===== src/rtl/regfile_mp_if.sv =====
// Bus bundle between decode/write-back (master) and the multi-port register file (slave).
// Read addresses and read data are packed per port: port k sits at [k*W +: W].
interface regfile_mp_if #(
  parameter int DATA_W = 64,
  parameter int ADDR_W = 5,
  parameter int NUM_RD = 2
);
  logic [NUM_RD*ADDR_W-1:0] RAddr;
  logic [NUM_RD*DATA_W-1:0] RData;
  logic                     RegWr;
  logic [ADDR_W-1:0]        RW;
  logic [DATA_W-1:0]        BusW;
  logic                     RegWr1;
  logic [ADDR_W-1:0]        RW1;
  logic [DATA_W-1:0]        BusW1;

  modport master (
    output RAddr, RegWr, RW, BusW, RegWr1, RW1, BusW1,
    input  RData
  );

  modport slave (
    input  RAddr, RegWr, RW, BusW, RegWr1, RW1, BusW1,
    output RData
  );
endinterface


===== src/rtl/regfile_mp.sv =====
// Multi-port register file: NUM_RD combinational read ports and two write ports.
// Optional same-cycle write forwarding and an optional hardwired zero register.
module regfile_mp #(
  parameter int DATA_W   = 64,
  parameter int ADDR_W   = 5,
  parameter int NUM_RD   = 2,
  parameter int HAS_ZERO = 1,
  parameter int ZERO_IDX = 31,
  parameter int BYPASS   = 1
) (
  input logic         Clk,
  input logic         Reset,
  regfile_mp_if.slave rf
);
  localparam int DEPTH = 2 ** ADDR_W;
  localparam logic [ADDR_W-1:0] ZERO_A = ADDR_W'(ZERO_IDX);

  logic [DATA_W-1:0]        mem_r [DEPTH];
  logic                     wr0_en_s;
  logic                     wr1_en_s;
  logic                     byp_en_s;
  logic [ADDR_W-1:0]        ra_s;
  logic [NUM_RD*DATA_W-1:0] rdata_s;

  function automatic logic is_zero(input logic [ADDR_W-1:0] a);
    return (HAS_ZERO != 0) && (a == ZERO_A);
  endfunction

  // Effective write enables: zero register drops writes, port 0 wins an address clash
  always_comb begin
    wr0_en_s = rf.RegWr && !is_zero(rf.RW);
    wr1_en_s = rf.RegWr1 && !is_zero(rf.RW1) && !(rf.RegWr && (rf.RW == rf.RW1));
    byp_en_s = (BYPASS != 0) && !Reset;
  end

  // Storage update: reset clears everything and masks both write ports
  always_ff @(posedge Clk) begin
    if (Reset) begin
      for (int i = 0; i < DEPTH; i++) begin
        mem_r[i] <= {DATA_W{1'b0}};
      end
    end else begin
      if (wr0_en_s) begin
        mem_r[rf.RW] <= rf.BusW;
      end
      if (wr1_en_s) begin
        mem_r[rf.RW1] <= rf.BusW1;
      end
    end
  end

  // Read ports: zero register first, then forwarding (port 0 before port 1), then storage
  always_comb begin
    rdata_s = {(NUM_RD*DATA_W){1'b0}};
    ra_s    = {ADDR_W{1'b0}};
    for (int k = 0; k < NUM_RD; k++) begin
      ra_s = rf.RAddr[k*ADDR_W +: ADDR_W];
      if (is_zero(ra_s)) begin
        rdata_s[k*DATA_W +: DATA_W] = {DATA_W{1'b0}};
      end else if (byp_en_s && wr0_en_s && (rf.RW == ra_s)) begin
        rdata_s[k*DATA_W +: DATA_W] = rf.BusW;
      end else if (byp_en_s && rf.RegWr1 && (rf.RW1 == ra_s)) begin
        rdata_s[k*DATA_W +: DATA_W] = rf.BusW1;
      end else begin
        rdata_s[k*DATA_W +: DATA_W] = mem_r[ra_s];
      end
    end
  end

  assign rf.RData = rdata_s;
endmodule


===== src/flat_wrapper.sv =====
// flat-port wrapper written by rule: the top's interface ports become plain ports
module regfile_mp_flat 
#(
  parameter int DATA_W   = 64,
  parameter int ADDR_W   = 5,
  parameter int NUM_RD   = 2,
  parameter int HAS_ZERO = 1,
  parameter int ZERO_IDX = 31,
  parameter int BYPASS   = 1
)
  (Clk, Reset, rf_RAddr, rf_RegWr, rf_RW, rf_BusW, rf_RegWr1, rf_RW1, rf_BusW1, rf_RData);
  regfile_mp_if #(.DATA_W(DATA_W), .ADDR_W(ADDR_W), .NUM_RD(NUM_RD)) rf_i ();
  input logic Clk;
  input logic Reset;
  input wire logic [$bits(rf_i.RAddr)-1:0] rf_RAddr;
  input wire logic [$bits(rf_i.RegWr)-1:0] rf_RegWr;
  input wire logic [$bits(rf_i.RW)-1:0] rf_RW;
  input wire logic [$bits(rf_i.BusW)-1:0] rf_BusW;
  input wire logic [$bits(rf_i.RegWr1)-1:0] rf_RegWr1;
  input wire logic [$bits(rf_i.RW1)-1:0] rf_RW1;
  input wire logic [$bits(rf_i.BusW1)-1:0] rf_BusW1;
  output wire logic [$bits(rf_i.RData)-1:0] rf_RData;
  assign rf_i.RAddr = rf_RAddr;
  assign rf_i.RegWr = rf_RegWr;
  assign rf_i.RW = rf_RW;
  assign rf_i.BusW = rf_BusW;
  assign rf_i.RegWr1 = rf_RegWr1;
  assign rf_i.RW1 = rf_RW1;
  assign rf_i.BusW1 = rf_BusW1;
  assign rf_RData = rf_i.RData;
  regfile_mp #(.DATA_W(DATA_W), .ADDR_W(ADDR_W), .NUM_RD(NUM_RD), .HAS_ZERO(HAS_ZERO), .ZERO_IDX(ZERO_IDX), .BYPASS(BYPASS)) u_core (.Clk(Clk), .Reset(Reset), .rf(rf_i));
endmodule

===== config.mk =====
export PLATFORM = sky130hd
export DESIGN_NAME = regfile_mp_flat
export DESIGN_NICKNAME = d
export VERILOG_FILES = /design/src/rtl/regfile_mp_if.sv /design/src/rtl/regfile_mp.sv /design/src/flat_wrapper.sv
export SDC_FILE = /design/constraint.sdc
export NUM_CORES = 2
export LEC_CHECK = 0
export BUFFER_PORTS_ARGS = -buffer_cell sky130_fd_sc_hd__buf_2
export CELL_PAD_IN_SITES_DETAIL_PLACEMENT = 2
export CELL_PAD_IN_SITES_GLOBAL_PLACEMENT = 2
export CORE_UTILIZATION = 35
export DETAILED_ROUTE_END_ITERATION = 16
export PLACE_DENSITY_LB_ADDON = 0.1
export SKIP_LAST_GASP = 1
export SYNTH_ARGS = -nofsm -noshare
export SYNTH_HDL_FRONTEND = slang
export SYNTH_SLANG_ARGS = --single-unit

===== constraint.sdc =====
create_clock -name Clk -period 5.5 [get_ports Clk]
set_input_delay 0.825 -clock Clk [delete_from_list [all_inputs] [get_ports Clk]]
set_output_delay 0.825 -clock Clk [all_outputs]
set_load 0.02 [all_outputs]

==> results.md <==
- H-tree levels: 5
- Chip width: roughly 600 um
- Slew headroom: -6.44%
- Hold Crit Depth: 1
- Pre-antenna DRT Iters: 9
- Max reg flops: 2048
- Routed WL: between 600000 and 700000 um
- Synth-to-Final Area Change: 13.1%
- First-pass GRT wire length: a little over 900000 um
- Failing checks: max-capacitance violations, max-slew violations
- Initial antenna violation count: 38
- Largest net degree at the start of global routing: around 140
- Core Area: around 350000 um^2
- Number of global-route vias before repair: ~100k
- Post-detailed-route via-to-cell ratio: slightly below 8
- Synthesized area: 122000 um^2
- Number of nets still failing antenna checks after routing: 0
- Clk buf depth: 4
- Total GRT Usage: a little under two fifths
- Yosys top cell area share: ~50%
- Primary FF master, synth: edfxtp_1
- Regs by FF count: u_core.mem_r: 2048 flops
- Hpwl dp: between 300000 and 400000 um
- Flops & latches, synth: roughly 2000
- Cell count after synthesis: about 8600
- Hold_sp: Reset
- Status: complete, but fails checks
- Setup Viol. Count Final: 0
- Worst path most repeated cell: buf_4
- Site Rows: 216
- Die Ht: roughly 590 um
- Fin Setup TNS: 0 ns
- GP Congestion: 0.852
- Setup crit start kind: input port
- Critical path type: input port to output pin
- Sink Count: 2048
- Worst EP required: 4.68 ns
- Reg clk slew, reported paths: 0.06 ns
- Die area: ~350000 um^2
- Fraction of layout cells with a size suffix above 1: between 20% and 30%
- Total gr overflow: 0
- Fmax: 183 MHz
- Count of input and output buffers: approximately 280
- CP max stage cell: nor4_1
- Max cap viols: 3
- TritonCTS buffer count: 267
- RSZ-0062 raised after global routing: no
- Final worst path period need: about 5.5 ns
- Min-Delay Endpoint: u_core.mem_r[31][0]$_DFFE_PP_
- Final Instance Area: between 100000 and 150000 um^2
- Post-synth EDFFs: roughly 2000
- Pins over their slew limit: 6
- Hold Crit Class: input port to register
- Synth warnings: 0
- Slowest stage delay, CP: between 1 and 1.5 ns
- Io pins: 280
- Seq/Total Area, Yosys: about half
- Crit Path Max Fanout: 30
- Pwr per Cell Area: 312 nW/um^2
- Final period util: around 100%
- Largest cells by area after synthesis: edfxtp_1 50%, a32o_1 16%, mux4_2 11%
- Critical path endpoint category: output pin
- Cts hold-fix bufs: 0
- Number of post-CTS setup repair buffers: 0
- # fillers: 33600
- Synth cell types: 52
- Total leakage power: about 45 nW
- CTS tree: yes
- Peak supply drop: around 0.00025 V
- Endpoints failing hold: 0
- Critical path arrival: 4.64 ns
- Via total after detailed routing: between 100k and 150k
- Clk root buf: clkbuf_16
- Biggest register: u_core.mem_r
- Per-cell routed wire length: approximately 53 um
- Synthesized area per cell: 14.2 um^2
- FFs w/ async S/R, synth: 0%
- Placed cell areas: ~130000 um^2
- Cell taking the most area after synthesis: edfxtp_1
- Tightest Pin Transition: ~1.6 ns
- Crit-path cells: buf_8 -> buf_12 -> xnor2_1 -> nand4_1 -> nor3_2 -> buf_4 -> buf_4 -> nor4_1 -> a221o_1 -> buf_2
- Starting Density: about a third
- Post_cts resized: 0
- Nets@finish: 8278
- DRC: 0
- Initial DRC count: about 14000
==> metrics by stage <==
| stage | utilization, % | std cells | setup slack [ns] | hold WS [ns] | total power (W) |
|---|---|---|---|---|---|
| finish | 39.9 | 13000 | 0.0365 | 0.325 | 0.0431 |
| global route | 39.9 | 12900 | 0.119 | 0.303 | 0.0438 |
| CTS | 39.8 | 12900 | 0.278 | 0.259 | 0.0430 |
| detailed placement | 37.5 | 12400 | 0.284 | 1.26 | 0.0258 |
| global placement | 37.5 | 12400 | 0.326 | 1.25 | 0.0257 |
| floorplan | - | 8687 | 1.51 | 1.23 | 0.0225 |
==> worst max path at each step <==
stage | cells past startpoint | to | startpoint | slack [ns]
final | 10 | rf_RData[101] | rf_RAddr[5] | 0.04
after floorplan | 9 | u_core.mem_r[0][0]$_DFFE_PP_ | Reset | 1.51
after global routing | 9 | rf_RData[94] | rf_RW[4] | 0.12
after CTS | 10 | rf_RData[101] | rf_RAddr[7] | 0.28
after global placement | 11 | rf_RData[101] | rf_RAddr[7] | 0.33
after detailed placement | 9 | rf_RData[101] | rf_RAddr[6] | 0.28
==> per-layer routing <==
layer | track usage [%] | up-vias | wire length, um
met3 | 7.20 | 1986 | 63700
met4 | 27.3 | 18 | 54800
met1 | 47.4 | 55600 | 258000
met5 | 0 | - | 121
li1 | - | 37100 | -
met2 | 58.6 | 7320 | 306000
==> cell usage after synthesis, types with 2 or more instances <==
cell type and n:
a2bb2oi_1 63, mux2_2 128, o31ai_1 2, xnor2_1 22, a21oi_1 65, mux2i_1 896
nand2_1 11, a211oi_1 127, nor2_1 37, clkbuf_1 1086, o221ai_1 255, nand4_1 2
nand3_1 9, xor2_1 2, a32o_1 1984, nor4_1 126, buf_4 17, nand3b_1 5
mux4_2 576, nor2b_1 7, a221oi_1 152, buf_2 382, buf_1 159, or3_1 2
inv_1 5, nor3_1 7, buf_6 29, a22oi_1 64, o21ai_0 2, edfxtp_1 2048
a211o_1 32, a221o_1 127, a221oi_2 42, nor3b_1 3, nand2b_1 5, and2_1 127
nand4b_1 2, nor2_2 2
==> final cells by class <==
| type | count | area (um^2) | area share (%) |
|---|---|---|---|
| sequential | 2048 | 61500 | 44.5 |
| clock buffer | 339 | 7160 | 5.18 |
| clock inverter | 123 | 948 | 0.686 |
| inverter | 6 | 50.0 | 0.0362 |
| multi-input combinational | 4959 | 54700 | 39.6 |
| tap | 4578 | 5730 | 4.14 |
| timing repair buffer | 844 | 7990 | 5.78 |
| antenna | 54 | 135 | 0.0978 |
==> report_power, final <==
| group | switching [W] | internal (W) |
|---|---|---|
| Sequential | 0.000516 | 0.0181 |
| Clock | 0.00752 | 0.00979 |
| Combinational | 0.00481 | 0.00228 |
| Total | 0.0129 | 0.0302 |
==> critical path: cells and delay by family <==
kind / cells / cell delay (ns)
buf+inv: 5 / 1.53
simple gates: 3 / 1.46
xor+xnor: 1 / 0.10
compound gates: 1 / 0.51
==> cells by family (layout without fill, tap and decap cells) <==
kind of cell	after synthesis	after routing	share of synthesized area [%]
AND/OR/NAND/NOR	351	351	1.72
XOR/XNOR	24	24	0.172
multiplexers	1600	1600	19.1
AO/OA/AOI/OAI	2920	2920	22.9
flip-flops	2048	2048	50.3
buffers and inverters	1680	1312	5.78
other	1	118	0.00307
==> layout by cell type (no fill, tap or decap), types with 5 or more instances in the layout <==
| master | n |
|---|---|
| a211o_4 | 31 |
| a211oi_1 | 122 |
| a21oi_1 | 65 |
| a221o_1 | 127 |
| a221oi_1 | 148 |
| a221oi_2 | 46 |
| a22oi_1 | 64 |
| a2bb2oi_1 | 63 |
| a32o_1 | 1984 |
| and2_1 | 126 |
| buf_12 | 180 |
| buf_2 | 268 |
| buf_4 | 384 |
| buf_8 | 7 |
| bufinv_16 | 13 |
| clkbuf_1 | 62 |
| clkbuf_16 | 277 |
| clkinv_1 | 62 |
| clkinv_2 | 32 |
| conb_1 | 64 |
| diode_2 | 54 |
| edfxtp_1 | 2048 |
| inv_6 | 15 |
| mux2_2 | 128 |
| mux2i_1 | 896 |
| mux4_2 | 576 |
| nand2_1 | 11 |
| nand2b_1 | 5 |
| nand3_1 | 7 |
| nand3b_1 | 5 |
| nor2_4 | 35 |
| nor2b_4 | 5 |
| nor3_2 | 7 |
| nor4_1 | 120 |
| nor4_2 | 6 |
| o221ai_1 | 255 |
| xnor2_1 | 22 |
(Power assumes the default switching activity.)
